===== config.mk =====
export PLATFORM = sky130hd
export DESIGN_NAME = mem_port_arbiter
export DESIGN_NICKNAME = d
export VERILOG_FILES = /design/src/rtl/mem_port_arbiter.sv
export SDC_FILE = /design/constraint.sdc
export NUM_CORES = 1
export LEC_CHECK = 0
export CORE_MARGIN = 2
export CORE_UTILIZATION = 37
export CTS_CLUSTER_SIZE = 12
export DETAILED_ROUTE_END_ITERATION = 16
export GPL_TIMING_DRIVEN = 0
export PLACE_DENSITY = 0.89
export SLEW_MARGIN = 15
export SYNTH_ARGS = -nofsm -noshare
export SYNTH_HDL_FRONTEND = slang
export SYNTH_SLANG_ARGS = --single-unit
export TNS_END_PERCENT = 20

===== constraint.sdc =====
create_clock -name clk -period 1.7 [get_ports clk]
set_clock_uncertainty 0.05 [all_clocks]
set_input_delay 0.425 -clock clk [delete_from_list [all_inputs] [get_ports clk]]
set_output_delay 0.425 -clock clk [all_outputs]
set_load 0.005 [all_outputs]

===== src/rtl/mem_port_arbiter.sv =====
// Shares one single-port, fixed-latency memory between instruction fetch (IF) and
// data memory (DM). DM has priority; a starvation counter forces an IF win.
module mem_port_arbiter #(
   parameter int ADDR_W      = 32,
   parameter int DATA_W      = 32,
   parameter int MEM_LAT     = 1,
   parameter int MAX_IF_WAIT = 4
) (
   input  logic              clk,
   input  logic              rst_n,
   input  logic              if_req,
   input  logic [ADDR_W-1:0] if_addr,
   output logic              if_gnt,
   output logic              if_rvalid,
   output logic [DATA_W-1:0] if_rdata,
   input  logic              dm_req,
   input  logic              dm_we,
   input  logic [ADDR_W-1:0] dm_addr,
   input  logic [DATA_W-1:0] dm_wdata,
   output logic              dm_gnt,
   output logic              dm_rvalid,
   output logic [DATA_W-1:0] dm_rdata,
   output logic              mem_en,
   output logic              mem_we,
   output logic [ADDR_W-1:0] mem_addr,
   output logic [DATA_W-1:0] mem_wdata,
   input  logic [DATA_W-1:0] mem_rdata,
   output logic              busy
);

   typedef enum logic {
      IDLE   = 1'b0,
      ACCESS = 1'b1
   } state_t;

   localparam logic [2:0] LAT_CNT  = 3'(MEM_LAT);
   localparam logic [3:0] WAIT_MAX = 4'(MAX_IF_WAIT);

   state_t              state_q, state_d;
   logic [2:0]          cnt_q, cnt_d;
   logic                owner_q, owner_d;
   logic [3:0]          if_wait_q, if_wait_d;
   logic                mem_en_q, mem_en_d;
   logic                mem_we_q, mem_we_d;
   logic [ADDR_W-1:0]   mem_addr_q, mem_addr_d;
   logic [DATA_W-1:0]   mem_wdata_q, mem_wdata_d;
   logic                if_gnt_q, if_gnt_d;
   logic                dm_gnt_q, dm_gnt_d;
   logic                if_rvalid_q, if_rvalid_d;
   logic                dm_rvalid_q, dm_rvalid_d;
   logic                win_if;

   // IF only beats a concurrent DM request once it has lost MAX_IF_WAIT times in a row
   always_comb begin
      win_if = if_req && (!dm_req || (if_wait_q == WAIT_MAX));
   end

   always_comb begin
      state_d     = state_q;
      cnt_d       = cnt_q;
      owner_d     = owner_q;
      if_wait_d   = if_wait_q;
      mem_en_d    = 1'b0;
      mem_we_d    = 1'b0;
      mem_addr_d  = mem_addr_q;
      mem_wdata_d = mem_wdata_q;
      if_gnt_d    = 1'b0;
      dm_gnt_d    = 1'b0;
      if_rvalid_d = 1'b0;
      dm_rvalid_d = 1'b0;

      case (state_q)
         IDLE: begin
            if (!if_req || win_if) begin
               if_wait_d = 4'd0;
            end else if (if_wait_q != WAIT_MAX) begin
               if_wait_d = if_wait_q + 4'd1;
            end

            if (if_req || dm_req) begin
               state_d  = ACCESS;
               cnt_d    = LAT_CNT;
               owner_d  = !win_if;
               mem_en_d = 1'b1;
               if (win_if) begin
                  if_gnt_d    = 1'b1;
                  mem_addr_d  = if_addr;
                  mem_wdata_d = '0;
               end else begin
                  dm_gnt_d    = 1'b1;
                  mem_we_d    = dm_we;
                  mem_addr_d  = dm_addr;
                  mem_wdata_d = dm_wdata;
               end
            end
         end

         ACCESS: begin
            if (cnt_q == 3'd1) begin
               state_d     = IDLE;
               if_rvalid_d = !owner_q;
               dm_rvalid_d = owner_q;
            end else begin
               cnt_d = cnt_q - 3'd1;
            end
         end

         default: begin
            state_d = IDLE;
         end
      endcase
   end

   always_ff @(posedge clk or negedge rst_n) begin
      if (!rst_n) begin
         state_q     <= IDLE;
         cnt_q       <= 3'd0;
         owner_q     <= 1'b0;
         if_wait_q   <= 4'd0;
         mem_en_q    <= 1'b0;
         mem_we_q    <= 1'b0;
         mem_addr_q  <= '0;
         mem_wdata_q <= '0;
         if_gnt_q    <= 1'b0;
         dm_gnt_q    <= 1'b0;
         if_rvalid_q <= 1'b0;
         dm_rvalid_q <= 1'b0;
      end else begin
         state_q     <= state_d;
         cnt_q       <= cnt_d;
         owner_q     <= owner_d;
         if_wait_q   <= if_wait_d;
         mem_en_q    <= mem_en_d;
         mem_we_q    <= mem_we_d;
         mem_addr_q  <= mem_addr_d;
         mem_wdata_q <= mem_wdata_d;
         if_gnt_q    <= if_gnt_d;
         dm_gnt_q    <= dm_gnt_d;
         if_rvalid_q <= if_rvalid_d;
         dm_rvalid_q <= dm_rvalid_d;
      end
   end

   assign if_gnt    = if_gnt_q;
   assign dm_gnt    = dm_gnt_q;
   assign if_rvalid = if_rvalid_q;
   assign dm_rvalid = dm_rvalid_q;
   assign mem_en    = mem_en_q;
   assign mem_we    = mem_we_q;
   assign mem_addr  = mem_addr_q;
   assign mem_wdata = mem_wdata_q;
   assign busy      = (state_q == ACCESS);
   assign if_rdata  = mem_rdata;
   assign dm_rdata  = mem_rdata;

endmodule


**Word level (Yosys, flattened, before mapping)**

Index checks and enable logic that the tools add are counted.
W data, S select, Z words.

- Reduce and logical (&&, ||, !) cells: 12
- Bitwise operators: 1
- $add $sub $neg: 2
- Muxes and demuxes: 24
- Equality and inequality tests: 5

Operators by type and width:

| operator | count |
|---|---|
| $mux W32 | 2 |
| $mux W1 | 16 |
| $mux W4 | 2 |
| $mux W3 | 2 |
| $pmux W3 S2 | 1 |
| $reduce_and A2 Y1 | 3 |
| $add A4 B1 Y4 const B | 1 |
| $eq A4 B3 Y1 const B | 1 |
| $logic_not A1 Y1 | 4 |
| $ne A2 B2 Y1 const B | 2 |
| $ne A4 B3 Y1 const B | 1 |
| $eq A3 B1 Y1 const B | 1 |
| $logic_or A1 B1 Y1 | 3 |
| $sub A3 B1 Y3 const B | 1 |
| $pmux W1 S2 | 1 |
| $reduce_bool A2 Y1 | 1 |
| $logic_and A1 B1 Y1 | 1 |
| $not A1 Y1 | 1 |

- Output and inout bits: 135
- Register bits: 79

**Longest topological paths before layout**

Gate-level depths: netlist of the first run.

- Depth in word-level cells: 6
- Gate-level depth with buffers: 7
- Mapped depth without buffers: 5

**Least setup slack after synthesis of the first run**

Ideal clock, no wire load.

- Kind: register to register
- Start: reg if_wait_q[0]
- End: reg mem_addr_q[10] (netlist: mem_addr[10])
- Required time: 1.570 ns
- Cell stages (with the launch flop): 8
- Slack: 0.216 ns
- Path buffers: 2
- Setup time: 0.080 ns
- Arrival time: 1.354 ns
- Clock period less this slack: 1.484 ns
- Path through: dfrtp_1 > inv_1 > ha_1 > nand4b_2 > and2_1 > buf_6 > buf_6 > o211ai_2

- Word-level cells in the longest chain between the ends: 4

Ends and longest elaborated chain:

| item | RTL line | RTL |
|---|---|---|
| start, declared | 42 | `logic [3:0] if_wait_q, if_wait_d;` |
| start signal, assigned | 132 | `if_wait_q <= if_wait_d;` |
| $eq A4 B3 Y1 | 55 | `win_if = if_req && (!dm_req \|\| (if_wait_q == WAIT_MAX));` |
| $logic_or A1 B1 Y1 | 55 |  |
| $logic_and A1 B1 Y1 | 55 |  |
| $mux W32 | 85 | `if (win_if) begin` |
| end signal, assigned | 135 | `mem_addr_q <= mem_addr_d;` |
| end, declared | 45 | `logic [ADDR_W-1:0] mem_addr_q, mem_addr_d;` |

Every way passes these cells.
A chain may end at the register's enable or synchronous reset.

**Final worst setup path of the first run**

- Start: reg mem_addr_q[31] (netlist: mem_addr[31])
- End: out mem_addr[31]

RTL lines:

| item | RTL line | RTL |
|---|---|---|
| end, declared | 25 | `output logic [ADDR_W-1:0] mem_addr,` |

No word-level cell between the ends.

==> out/qor.csv, run 1 <==
stage;metric;value;unit
run_status;status;finished, final reports clean;
floorplan;start_util;38.22;%
worst_setup_path;cp_slowest_cell;clkdlybuf4s50_1;
global_routing;grt_remaining_overflow;0;
clocking;clock_latency;330;ps
routing;drc;0;
worst_setup_path;startpoint_type;flop;
floorplan;dieArea;12160;µm²
placement;placed_area;6721;µm²
yosys;synthTopCellsByArea;dfrtp_1, nand2_1, buf_4, o211ai_2, nand4_1;
sta;period_needed;1677;ps
finish;final_common_cell;clkdlybuf4s50_1;
floorplan;die_w;110.3;µm
power_and_ir_drop;pwr-share-comb;46.1;%
yosys;yosysSeqAreaShare;47.31;%
clocking;root_buffer;clkbuf_16;
worst_setup_path;critical-path-top-delay-family;buffers and inverters;
routing;vias;4101;
yosys;synth_async_sr_flop_share;100.0;%
worst_setup_path;end_kind;output pin;
finish;drive_above_1_share;19.86;%
routing;ant_nets;0;
worst_setup_path;cp_num_buf_inv;1;
clocking;cts_made_buffers;9;
finish;post-route-util;65.58;%
yosys;synthesis.area;4179;µm²
yosys;synthCells;447;
floorplan;core;10940;µm²
yosys;synthMuxAreaShare;0.2395;%
floorplan;dieHeight;110.3;µm
placement;hpwl;10690;µm
global_routing;grtUsageTotal;21.66;%
sta;finalSetupViolations;0;
finish;nets;832;
sta;worst_pin_slew;518.8;ps
finish;fin_area;7172;µm²
worst_setup_path;crit_arrival;1200;ps
yosys;synth_edf_count;0;
worst_setup_path;criticalPathCategory;reg2out;
floorplan;num_io_pins;268;
worst_setup_path;worstPathCellList;clkdlybuf4s50_1;
routing;drt_pass1_iterations;4;
clocking;path_clk_slew;60;ps
global_routing;grt_pass1_vias;4063;
power_and_ir_drop;vdd_ir_drop_max;0.7093;mV
finish;finalNonFillerCells;841;
placement;routabilityCongestion;0.8403;
worst_setup_path;path_max_fanout;2;
worst_hold_path;min_path_type;reg2reg;
clocking;cts_tree;built;
clocking;ctsLongestPathBuffers;2;
placement;pre_cts_slack;-527.9;ps
yosys;synth.distinct_cells;36;
yosys;synth_compound_area_share;15.21;%
sta;period_share;98.64;%
sta;drv_slew;0;
power_and_ir_drop;p_int;6434;µW
routing;drt_iter0_markers;327;
yosys;synth_top_family_by_area;simple AND/OR/NAND/NOR gates;
yosys;synth-xor-area-share;0;%
yosys;synth-simple-area-share;19.52;%
yosys;synthAdderAreaFrac;1.198;%
yosys;yosys.area.top_type;dfrtp_1;
global_routing;grt_pass1_wl;20220;µm
global_routing;antenna_found_initial;1;
routing;via_per_inst;4.876;
placement;dp.cells;822;
yosys;syn_nets;584;
yosys;syn_avg_cell_area;9.349;µm²
routing;postRouteWirelength;13410;µm
power_and_ir_drop;clockPowerShare;21.5;%
yosys;ys_warn_count;0;
sta;max-slew-margin-rel;65.42;%
sta;hold_viol_final;0;
placement;io_buffer_count;234;
finish;layout_common_cells;clkdlybuf4s50_1, nand2_1, dfrtp_1;
sta;fmax;0.5963;GHz
power_and_ir_drop;power_density;1344;nW/µm²
clocking;cts_htree_levels;3;
yosys;ys.flop_type;dfrtp_1;
yosys;ys_seq_elements;79;
routing;wl_per_cell;15.95;µm
power_and_ir_drop;switching_share;33.25;%
global_routing;grt_max_degree;57;
finish;area_growth_syn_to_layout;71.62;%
power_and_ir_drop;p_leak;0.003510;µW
clocking;numClockSinks;79;
yosys;synth_top_area_share;47.31;%
power_and_ir_drop;seqPwrFrac;32.4;%
job;maxCapViolCount;0;
floorplan;row_count;38;
worst_setup_path;worstPathRequired;1220;ps
worst_setup_path;max_stage_delay;540;ps
power_and_ir_drop;power.switching;3205;µW
sta;worst_slack;23.11;ps
==> Yosys cell counts (all sizes together), types with 2 or more instances <==
| cell type | instances |
|---|---|
| and3 | 2 |
| ha | 4 |
| o21ai | 33 |
| nand2b | 2 |
| clkbuf | 13 |
| nor2 | 4 |
| nand4 | 32 |
| buf | 84 |
| nand2 | 135 |
| dfrtp | 79 |
| o211ai | 32 |
| nor3 | 2 |
| inv | 7 |
| o31ai | 3 |
==> registers in the layout, indices dropped and copies added (netlist names), 3 cells and up <==
| signal | cells |
|---|---|
| if_wait_q | 4 |
| cnt_q | 3 |
| mem_addr | 32 |
| mem_wdata | 32 |
==> per-layer routing <==
metal  part of all wire (%)  track usage (%)  up-vias
li1                       -                -     1947
met1                     38            24.75     1945
met2                     53            39.83      192
met3                    7.8            5.409       17
met4                    1.7            6.250        0
met5                      0                0        -
==> cells by family after synthesis <==
kind of cell | Yosys count
AOI/OAI and AO/OA | 75
buffers and inverters | 104
adders and majority gates | 4
DFF | 79
muxes | 1
and+or+nand+nor | 184
==> through the flow <==
step	TNS [ps]	power [µW]	hold WS, ps
after global routing	-5.560	10280	426.4
after floorplan	0	5107	79.41
after global placement	-223690	7468	404.1
after CTS	0	9771	414.1
final	0	9639	415.8
after detailed placement	-30700	7690	308.8
==> timing repair <==
| item | in CTS | in global routing |
|---|---|---|
| setup endpoints to repair | 64 | 86 |
| hold buffers | 1 | 0 |
| hold endpoints to repair | 23 | 0 |
| pin swaps | 0 | 0 |
| cloned | 0 | 0 |
| gates resized for setup | 10 | 40 |
| buffers inserted | 0 | 1 |
==> power by group through the flow <==
| stage | clock, µW | combinational (µW) | sequential (µW) |
|---|---|---|---|
| 6_report | 2070 | 4450 | 3120 |
| 5_1_grt | 2200 | 4870 | 3200 |
| 4_1_cts | 2120 | 4520 | 3130 |
| 3_5_place_dp | 0 | 4530 | 3160 |
| 3_3_place_gp | 0 | 4350 | 3120 |
| 2_1_floorplan | 0 | 1930 | 3180 |
==> layout make-up <==
class | count | area (µm²)
fillers | 832 | 3764
repair buffers | 237 | 2447
flip-flops and latches | 79 | 1977
multi-input cells | 264 | 1538
plain buffers | 97 | 679.4
clock buffers | 11 | 242.7
well taps | 140 | 175.2
clock inverters | 5 | 81.33
inverters | 7 | 28.78
diodes | 1 | 2.502
==> final timing paths <==
path,start,endpoint,slack (ps),cells after the start
min,owner_q,if_rvalid,420,1
min reg2reg,owner_q,if_rvalid,420,1
max in group asynchronous,rst_n,mem_wdata[28],500,3
max,mem_addr[31],mem_addr[31],20,1
min in group asynchronous,rst_n,mem_wdata[15],500,2
max reg2reg,if_wait_q[1],mem_addr[12],80,7
Power figures use the tool's default switching activity.
==> run 2, diff against run 1 <==
--- a/config.mk
+++ b/config.mk
@@ -5,12 +5,14 @@
 export SDC_FILE = /design/constraint.sdc
 export NUM_CORES = 1
 export LEC_CHECK = 0
+export ABC_CLOCK_PERIOD_IN_PS = 1700
 export CORE_MARGIN = 2
-export CORE_UTILIZATION = 37
+export CORE_UTILIZATION = 38
+export CTS_BUF_LIST = sky130_fd_sc_hd__clkbuf_2
 export CTS_CLUSTER_SIZE = 12
 export DETAILED_ROUTE_END_ITERATION = 16
 export GPL_TIMING_DRIVEN = 0
-export PLACE_DENSITY = 0.89
+export PLACE_DENSITY = 0.9
 export SLEW_MARGIN = 15
 export SYNTH_ARGS = -nofsm -noshare
 export SYNTH_HDL_FRONTEND = slang
==> run 2 against run 1 <==
Worst hold slack lost 190 ps. Global-route usage grew 0.86 points. Sequential power is essentially flat. Register-to-register slack lost 30 ps. Largest power group unchanged. Combinational power shrank 4.9%. Cell count grew 1.4%. Clock power shrank 46%. Sequential share of layout area grew 1.5 points. Via count grew 1.0%.
==> out/qor.csv, run 2 (synthesis gave the netlist of run 1 again) <==
stage;metric;value;unit;change
clocking;path_clk_slew;220;ps;+160 ps
floorplan;row_count;38;;unchanged
sta;worst_slack;51.84;ps;+28.73 ps
worst_setup_path;cp_slowest_cell;dfrtp_1;;
worst_setup_path;criticalPathCategory;reg2out;;
finish;diodes;0;;-1
sta;worst_pin_slew;501.0;ps;-17.72 ps
clocking;root_buffer;clkbuf_2;;
floorplan;start_util;38.72;%;+0.51 points
run_status;status;finished, final reports clean;;
finish;nets;845;;+1.6%
sta;period_share;96.95;%;-1.7 points
clocking;cts_tree;built;;
global_routing;met3_usage;5.081;%;-0.33 points
worst_setup_path;startpoint_type;flop;;
finish;final_common_cell;clkdlybuf4s50_1;;
global_routing;grt_pass1_vias;4255;;+4.7%
placement;io_buffer_count;234;;unchanged
sta;finalSetupViolations;0;;unchanged
worst_setup_path;end_kind;output pin;;
finish;layout_common_cells;clkdlybuf4s50_1, nand2_1, buf_4;;
sta;max-slew-margin-rel;66.60;%;+1.2 points
sta;hold_viol_final;0;;unchanged
worst_setup_path;crit_arrival;1170;ps;-30 ps
clocking;numClockSinks;79;;unchanged
placement;routabilityCongestion;0.8054;;-4.2%
finish;area_growth_syn_to_layout;62.78;%;
routing;drt_iter0_markers;211;;-35%
global_routing;grtUsageTotal;22.52;%;+0.86 points
worst_setup_path;cp_num_buf_inv;1;;unchanged
global_routing;grt_max_degree;57;;unchanged
power_and_ir_drop;vdd_ir_drop_max;0.5327;mV;-25%
sta;period_needed;1648;ps;-28.73 ps
worst_setup_path;max_stage_delay;440;ps;-100 ps
job;maxCapViolCount;0;;unchanged
sta;drv_slew;0;;unchanged
worst_hold_path;min_path_type;in2reg;;
floorplan;die_w;108.9;µm;-1.3%
routing;wl_per_cell;16.00;µm;+0.34%
global_routing;grt.busiest_layer;met2;;
floorplan;dieArea;11850;µm²;-2.5%
placement;pre_cts_slack;-535.0;ps;-7.077 ps
worst_setup_path;reg2reg_slack;50;ps;-30 ps
global_routing;use_met2;40.64;%;+0.81 points
routing;drt_pass1_iterations;4;;unchanged
clocking;clock_latency;520;ps;+190 ps
sta;fmax;0.6067;GHz;+1.7%
worst_setup_path;worstPathCellList;clkdlybuf4s15_1;;
routing;vias;4143;;+1.0%
finish;post-route-util;63.03;%;-2.6 points
global_routing;grt_pass1_wl;20730;µm;+2.5%
placement;hpwl;10690;µm;about the same
routing;via_per_inst;4.857;;-0.40%
floorplan;core;10790;µm²;-1.3%
floorplan;dieHeight;108.9;µm;-1.3%
sta;rsz0062_at_grt;yes;;
worst_setup_path;critical-path-top-delay-family;flip-flops;;
routing;postRouteWirelength;13650;µm;+1.8%
worst_setup_path;path_max_fanout;2;;unchanged
routing;drc;0;;unchanged
placement;dp.cells;822;;unchanged
power_and_ir_drop;p_leak;0.003190;µW;-9.1%
clocking;cts_htree_levels;3;;unchanged
global_routing;grtUsageMet1;25.71;%;+0.96 points
routing;ant_nets;0;;unchanged
floorplan;num_io_pins;268;;unchanged
power_and_ir_drop;power_density;1247;nW/µm²;-7.2%
global_routing;antenna_found_initial;0;;-1
finish;finalNonFillerCells;853;;+1.4%
global_routing;grt_remaining_overflow;0;;unchanged
clocking;ctsLongestPathBuffers;2;;unchanged
worst_setup_path;worstPathRequired;1220;ps;about the same
finish;drive_above_1_share;27.49;%;+7.6 points
clocking;cts_made_buffers;9;;unchanged
## run 2: cell count changes in the layout (fill, tap and decap cells not counted), sizes merged, moves of 6 or more
cell | before | now
clkbuf | 24 | 66
clkdlybuf4s50 | 199 | 162
dlygate4sd2 | 6 | 0
buf | 87 | 101
clkdlybuf4s15 | 0 | 28
dlymetal6s2s | 28 | 0
## run 2: where the power goes
part	switching (µW)	internal, µW
sequential	459	2670
clock	636	488
combinational	2100	2130
total	3190	5290
## run 2: worst paths after layout
path / start / to / cells after the start
setup / recovery: mem_addr[21] / mem_addr[21] / 1
hold / removal: dm_req / mem_addr[0] / 3
setup reg to reg: if_wait_q[1] / mem_addr[30] / 6
hold reg to reg: owner_q / if_rvalid / 1
max in group asynchronous: rst_n / cnt_q[1] / 3
min in group asynchronous: rst_n / mem_addr[24] / 2
## run 2: cell type report
class / count / area (µm²)
clock buffers: 11 / 55.05
clock inverters: 5 / 72.57
multi-input cells: 264 / 1543
plain buffers: 96 / 676.9
fillers: 855 / 3990
repair buffers: 251 / 2275
flip-flops and latches: 79 / 1977
inverters: 7 / 28.78
well taps: 140 / 175.2
## run 2: stage by stage
stage / power (µW) / instance area (µm²) / TNS [ps] / hold slack, ps
floorplan: 5107 / 4179 / 0 / 79.41
global placement: 7463 / 6696 / -224250 / 397.9
detailed placement: 7700 / 6721 / -30990 / 302.5
CTS: 8684 / 6980 / -4.937 / 200.5
global route: 9121 / 6803 / -60.06 / 221.9
finish: 8480 / 6803 / 0 / 227.6
## run 2: what timing repair did
action                     CTS  global route
hold buffers                 1             0
hold endpoints to repair    23             0
resized for setup          145            62
setup endpoints to repair  130           113
buffers inserted            12             3
## run 2: per-layer routing
metal | vias up | wire length (µm)
li1 | 1970 | -
met1 | 1965 | 5200
met2 | 182 | 7109
met3 | 26 | 1006
met4 | 0 | 334
met5 | - | 0
